===== src/rtl/product_accumulator.sv =====
// Frame accumulator: sums COUNT unsigned 8-bit products into a 12-bit total,
// then holds the result in DONE until downstream takes it.
module product_accumulator #(
    parameter int COUNT = 4
) (
    input  logic        clk,
    input  logic        reset,
    input  logic        clear,
    input  logic        in_valid,
    output logic        in_ready,
    input  logic [7:0]  C,
    output logic        out_valid,
    input  logic        out_ready,
    output logic [11:0] out_sum,
    output logic [4:0]  beat_cnt
);

    localparam logic [0:0] ST_ACC  = 1'b0;
    localparam logic [0:0] ST_DONE = 1'b1;
    localparam logic [4:0] LAST    = 5'(COUNT);

    logic [0:0]  state_q, state_d;
    logic [11:0] sum_q, sum_d;
    logic [4:0]  cnt_q, cnt_d;
    logic        accept;

    assign accept = in_valid && (state_q == ST_ACC);

    always_comb begin
        state_d = state_q;
        sum_d   = sum_q;
        cnt_d   = cnt_q;
        // clear wins over both the accept and the hand-off
        if (clear) begin
            state_d = ST_ACC;
            sum_d   = 12'd0;
            cnt_d   = 5'd0;
        end else begin
            case (state_q)
                ST_ACC: begin
                    if (accept) begin
                        sum_d = sum_q + {4'd0, C};
                        cnt_d = cnt_q + 5'd1;
                        if (cnt_d == LAST) begin
                            state_d = ST_DONE;
                        end
                    end
                end
                default: begin
                    if (out_ready) begin
                        state_d = ST_ACC;
                        sum_d   = 12'd0;
                        cnt_d   = 5'd0;
                    end
                end
            endcase
        end
    end

    always_ff @(posedge clk) begin
        if (reset) begin
            state_q <= ST_ACC;
            sum_q   <= 12'd0;
            cnt_q   <= 5'd0;
        end else begin
            state_q <= state_d;
            sum_q   <= sum_d;
            cnt_q   <= cnt_d;
        end
    end

    // Handshake outputs are pure decodes of the state register.
    assign in_ready  = (state_q == ST_ACC);
    assign out_valid = (state_q == ST_DONE);
    assign out_sum   = sum_q;
    assign beat_cnt  = cnt_q;

endmodule


===== config.mk =====
export PLATFORM = sky130hd
export DESIGN_NAME = product_accumulator
export DESIGN_NICKNAME = d
export VERILOG_FILES = /design/src/rtl/product_accumulator.sv
export SDC_FILE = /design/constraint.sdc
export NUM_CORES = 1
export LEC_CHECK = 0
export CORE_MARGIN = 3
export CORE_UTILIZATION = 50
export DETAILED_ROUTE_END_ITERATION = 16
export PLACE_DENSITY = 0.93
export SLEW_MARGIN = 20
export SYNTH_ARGS = -nofsm -noshare
export SYNTH_HDL_FRONTEND = slang
export SYNTH_SLANG_ARGS = --single-unit
export TNS_END_PERCENT = 100

===== constraint.sdc =====
create_clock -name clk -period 6.2 [get_ports clk]
set_clock_uncertainty 0.15 [all_clocks]
set_input_delay 1.24 -clock clk [delete_from_list [all_inputs] [get_ports clk]]
set_output_delay 1.24 -clock clk [all_outputs]
set_load 0.01 [all_outputs]

== Word-level counts from Yosys, hierarchy flattened ==
Cells that the tools add are included.

* Output and inout bits: 19
* Bits in registers: 18
* Word-level logic and storage cells: 22

* Multiplexer cells: 10
* Reductions and logical operators: 4
* Eq/ne operators: 2
* Bitwise logic cells: 1
* $add $sub $neg: 2

{| class="wikitable"
|+ Operators by type and width
! operator !! number
|-
| 12-bit 2-to-1 mux || 3
|-
| 5-bit 2-to-1 mux || 3
|-
| 12-bit by 8-bit adder with 12-bit output || 1
|-
| 5-bit by 1-bit adder with 5-bit output (second input constant) || 1
|-
| 5-bit by 3-bit == test with 1-bit output (second input constant) || 1
|-
| 1-bit 2-to-1 mux || 4
|-
| 2-bit != test (second input constant) || 1
|-
| 2-bit AND reduction || 1
|-
| 2-bit nonzero test || 1
|-
| 2-bit OR reduction || 1
|-
| 1-bit logical AND || 1
|-
| 1-bit inverter || 1
|}

== Depth between registers and ports, before layout ==
* Depth after elaboration: 5
* Depth in mapped cells: 7

== Worst setup path after synthesis ==
Ideal clock, no wire load.

* Kind: input -> register
* Start point: input port C[0]
* End point: register sum_q[10] (netlist: out_sum[10])
* Stages: 7
* Path buffers: 0
* Slack: 3.244 ns
* Library setup time: 0.072 ns
* Arrival: 2.734 ns
* Cell sequence: ha_1 -> fa_1 -> a21oi_1 -> o31ai_1 -> a21o_2 -> o311ai_4 -> mux2i_1

* Word-level cells in the longest chain between the ends: 3

{| class="wikitable"
|+ RTL lines
! item !! RTL line !! source
|-
| start, declared || 11 || <nowiki>input logic [7:0] C,</nowiki>
|-
| 12-bit by 8-bit adder with 12-bit output || 42 || <nowiki>sum_d = sum_q + {4'd0, C};</nowiki>
|-
| 12-bit 2-to-1 mux || 41 || <nowiki>if (accept) begin</nowiki>
|-
| 12-bit 2-to-1 mux || 39 || <nowiki>case (state_q)</nowiki>
|-
| end signal, assigned || 67 || <nowiki>sum_q <= sum_d;</nowiki>
|-
| end, declared || 23 || <nowiki>logic [11:0] sum_q, sum_d;</nowiki>
|}

No other way between the ends. The select of a mux whose other input is x is not followed.
A chain may end at the register's enable or synchronous reset.

== Worst setup path after layout ==
* Start point: input port C[0]
* End point: register sum_q[8] (netlist: out_sum[8])

The elaborated chain is that of the path after synthesis.

==> impl_metrics.env <==
export IMPL_outcome="finished, final reports clean"
export IMPL_finalSetupViolCount=0
export IMPL_drt_wl_total_um=2699
export IMPL_leakagePower_nw=0.5920
export IMPL_ys_warn_count=0
export IMPL_post_route_min_period_ns=3.239
export IMPL_hold_slack_ns=0.3413
export IMPL_rows=16
export IMPL_fin_util_pct=73.18
export IMPL_cp_startpoint="C[0]"
export IMPL_grt_max_degree=18
export IMPL_cts_hold_buf=0
export IMPL_hp_start="out_sum[10]"
export IMPL_ys_seq_area_share_pct=31.65
export IMPL_cp_required_ns=6.28
export IMPL_maxCapViolations=0
export IMPL_ys_types=41
export IMPL_hp_class="flip-flop to flip-flop"
export IMPL_start_kind="input port"
export IMPL_yosys_area_top_type="dfxtp_1"
export IMPL_syn_to_final_growth_pct=32.53
export IMPL_rsz0062_at_grt="false"
export IMPL_fill_cells=174
export IMPL_cp_end_kind="flip-flop"
export IMPL_clk_pin_slew_ns=0.10
export IMPL_syn_area_per_cell_um2=9.109
export IMPL_drc=0
export IMPL_finalWeightedCongestion=0.8367
export IMPL_synth_cell_area_um2=1139
export IMPL_rr_worst_depth=7
export IMPL_final_common_cell="clkdlybuf4s50_1"
export IMPL_syn_inst=125
export IMPL_die_area_um2=2886
export IMPL_cts_max_path_buffers=2
export IMPL_final_cells=184
export IMPL_dp_hpwl_um=2098
export IMPL_gr_usage_all_layers_pct=21.40
export IMPL_io_pins=32
export IMPL_setup_tns_ns=0
export IMPL_power_density_nw_per_um2=163.9
export IMPL_timing_fmax_mhz=308.7
export IMPL_synthTopCellsByArea="dfxtp_1 32%, ha_1 11%, a22oi_1 4.6%"
export IMPL_die_h_um=53.72
export IMPL_cts_tree="yes"
export IMPL_nets=182
export IMPL_synth_seq_cells=18
export IMPL_cp_data_arrival_time_ns=3.32
export IMPL_numCtsBuffers=3
export IMPL_grt_first_pass_wirelength_um=4574
export IMPL_wl_per_cell_um=14.67
export IMPL_fin_ws_ns=2.961
export IMPL_clk_latency_ns=0.29
export IMPL_vias=1084
export IMPL_hold_path_endpoint="out_sum[10]"
export IMPL_dp_cells=180
export IMPL_max_slew_worst_pin_slew_ns=0.5567
export IMPL_timing_final_hold_violations=0
export IMPL_critPathKind="input port to flip-flop"
export IMPL_core_um2=2062
export IMPL_pre_cts_ws_ns=2.644
export IMPL_finalCritPeriodShare_pct=52.24
export IMPL_cts_setup_buffers=0
export IMPL_finalMaxSlewViolations=0
export IMPL_reg2reg_slack_ns=3.99
export IMPL_io_buffers=31
export IMPL_antenna_found_initial=0
export IMPL_ir_worst_vdd_mv=0.1449
export IMPL_reg2reg_to="out_sum[8]"
export IMPL_ctsResizeCount=0
export IMPL_met3_length_um=129
export IMPL_grt_overflow_total=0
export IMPL_grt_pass1_vias=1123
export IMPL_mostFrequentLayoutCells="31 x clkdlybuf4s50_1, 18 x dfxtp_1, 12 x nor2_1"
export IMPL_max_slew_margin_pct=62.89
export IMPL_post_drt_via_cell_ratio=5.891
export IMPL_initial_core_util_pct=55.22
export IMPL_top_layer_used="met4"
export IMPL_synth_top_area_share_pct=31.65
export IMPL_drive_gt1_share_pct=10.19
export IMPL_clockRootBuffer="clkbuf_4"
export IMPL_min_path_cells=2
export IMPL_n_antenna_cell=0
export IMPL_antenna_left=0
export IMPL_die_w_um=53.72
export IMPL_drtIter0Drc=21
export IMPL_worstReg2RegStart="out_sum[0]"
export IMPL_htree_levels=1
export IMPL_syn_nets=149
export IMPL_critPathMaxFanout=3
export IMPL_firstDrtPassIters=4
export IMPL_cts_sinks=18
export IMPL_drt_met1_wl_um=1165
export IMPL_wl_met2_um=1370
[worst max-delay path: stages]
cell             delay, ns
clkdlybuf4s50_1       0.41
ha_1                  0.23
fa_1                  0.42
a21oi_1               0.21
o31ai_1               0.09
a21o_2                0.27
o311ai_4              0.23
mux2i_1               0.22
[cell families after synthesis]
family / Yosys count / synth area share (%)
xor gates and xnor gates: 6 / 4.615
buffers and inverters: 9 / 3.187
AOI/OAI and AO/OA: 40 / 29.23
adders and majority gates: 11 / 12.75
and+or+nand+nor: 39 / 16.81
muxes: 2 / 1.758
DFF: 18 / 31.65
[Yosys cell counts (all sizes together)]
library cell and instances:
nand4b 1, clkbuf 2, and2 2, ha 10, nor3 1, a21o 3
o2111ai 1, o211ai 1, and3 1, a211oi 2, mux2i 2, o22ai 1
or3 2, nor2 12, nand3 5, o31ai 2, xor2 2, o311ai 2
nand2 7, a2bb2oi 1, inv 5, nand4 3, fa 1, buf 2
a22oi 7, or2 2, a21boi 1, o21ai 4, nand2b 1, o41a 1
a31o 2, dfxtp 18, xnor2 4, nor2b 2, o21bai 1, a21oi 11
[where the power goes]
part           internal (mW)  switching (mW)  total (mW)  leakage, nW
Sequential             0.118         0.00267       0.121        0.146
Clock                 0.0358          0.0374      0.0732       0.0210
Combinational         0.0256          0.0275      0.0531        0.425
[worst max path at each step]
stage / slack, ns / depth (start not counted) / to
floorplan: 3.24 / 7 / out_sum[10]
global placement: 2.75 / 8 / out_sum[8]
detailed placement: 2.64 / 8 / out_sum[8]
CTS: 2.95 / 8 / out_sum[8]
global route: 2.88 / 8 / out_sum[10]
finish: 2.96 / 8 / out_sum[8]
[metal layers]
| layer | vias up | GRT usage, % |
|---|---|---|
| met2 | 37 | 40.93 |
| met1 | 514 | 23.09 |
| li1 | 528 | - |
| met4 | 0 | 7.660 |
| met3 | 5 | 3.601 |
| met5 | - | 0 |
[flip-flops by register name, summed over array words and instances (netlist names)]
| register | count |
|---|---|
| out_sum | 12 |
| beat_cnt | 5 |
| out_valid | 1 |
[through the flow]
step                total power [mW]  instance area, um2
detailed placement            0.1765                1473
global placement              0.1745                1473
finish                        0.2473                1509
floorplan                     0.1558                1139
global route                  0.2589                1509
CTS                           0.2487                1509
[layout make-up]
| class | instances | area, um2 | share of cell area [%] |
|---|---|---|---|
| multi-input cells | 98 | 742.0 | 49.17 |
| well taps | 27 | 33.78 | 2.239 |
| inverters | 5 | 18.77 | 1.244 |
| repair buffers | 32 | 317.8 | 21.06 |
| flip-flops and latches | 18 | 360.3 | 23.88 |
| clock buffers | 4 | 36.28 | 2.405 |
Power figures use the tool's default switching activity.
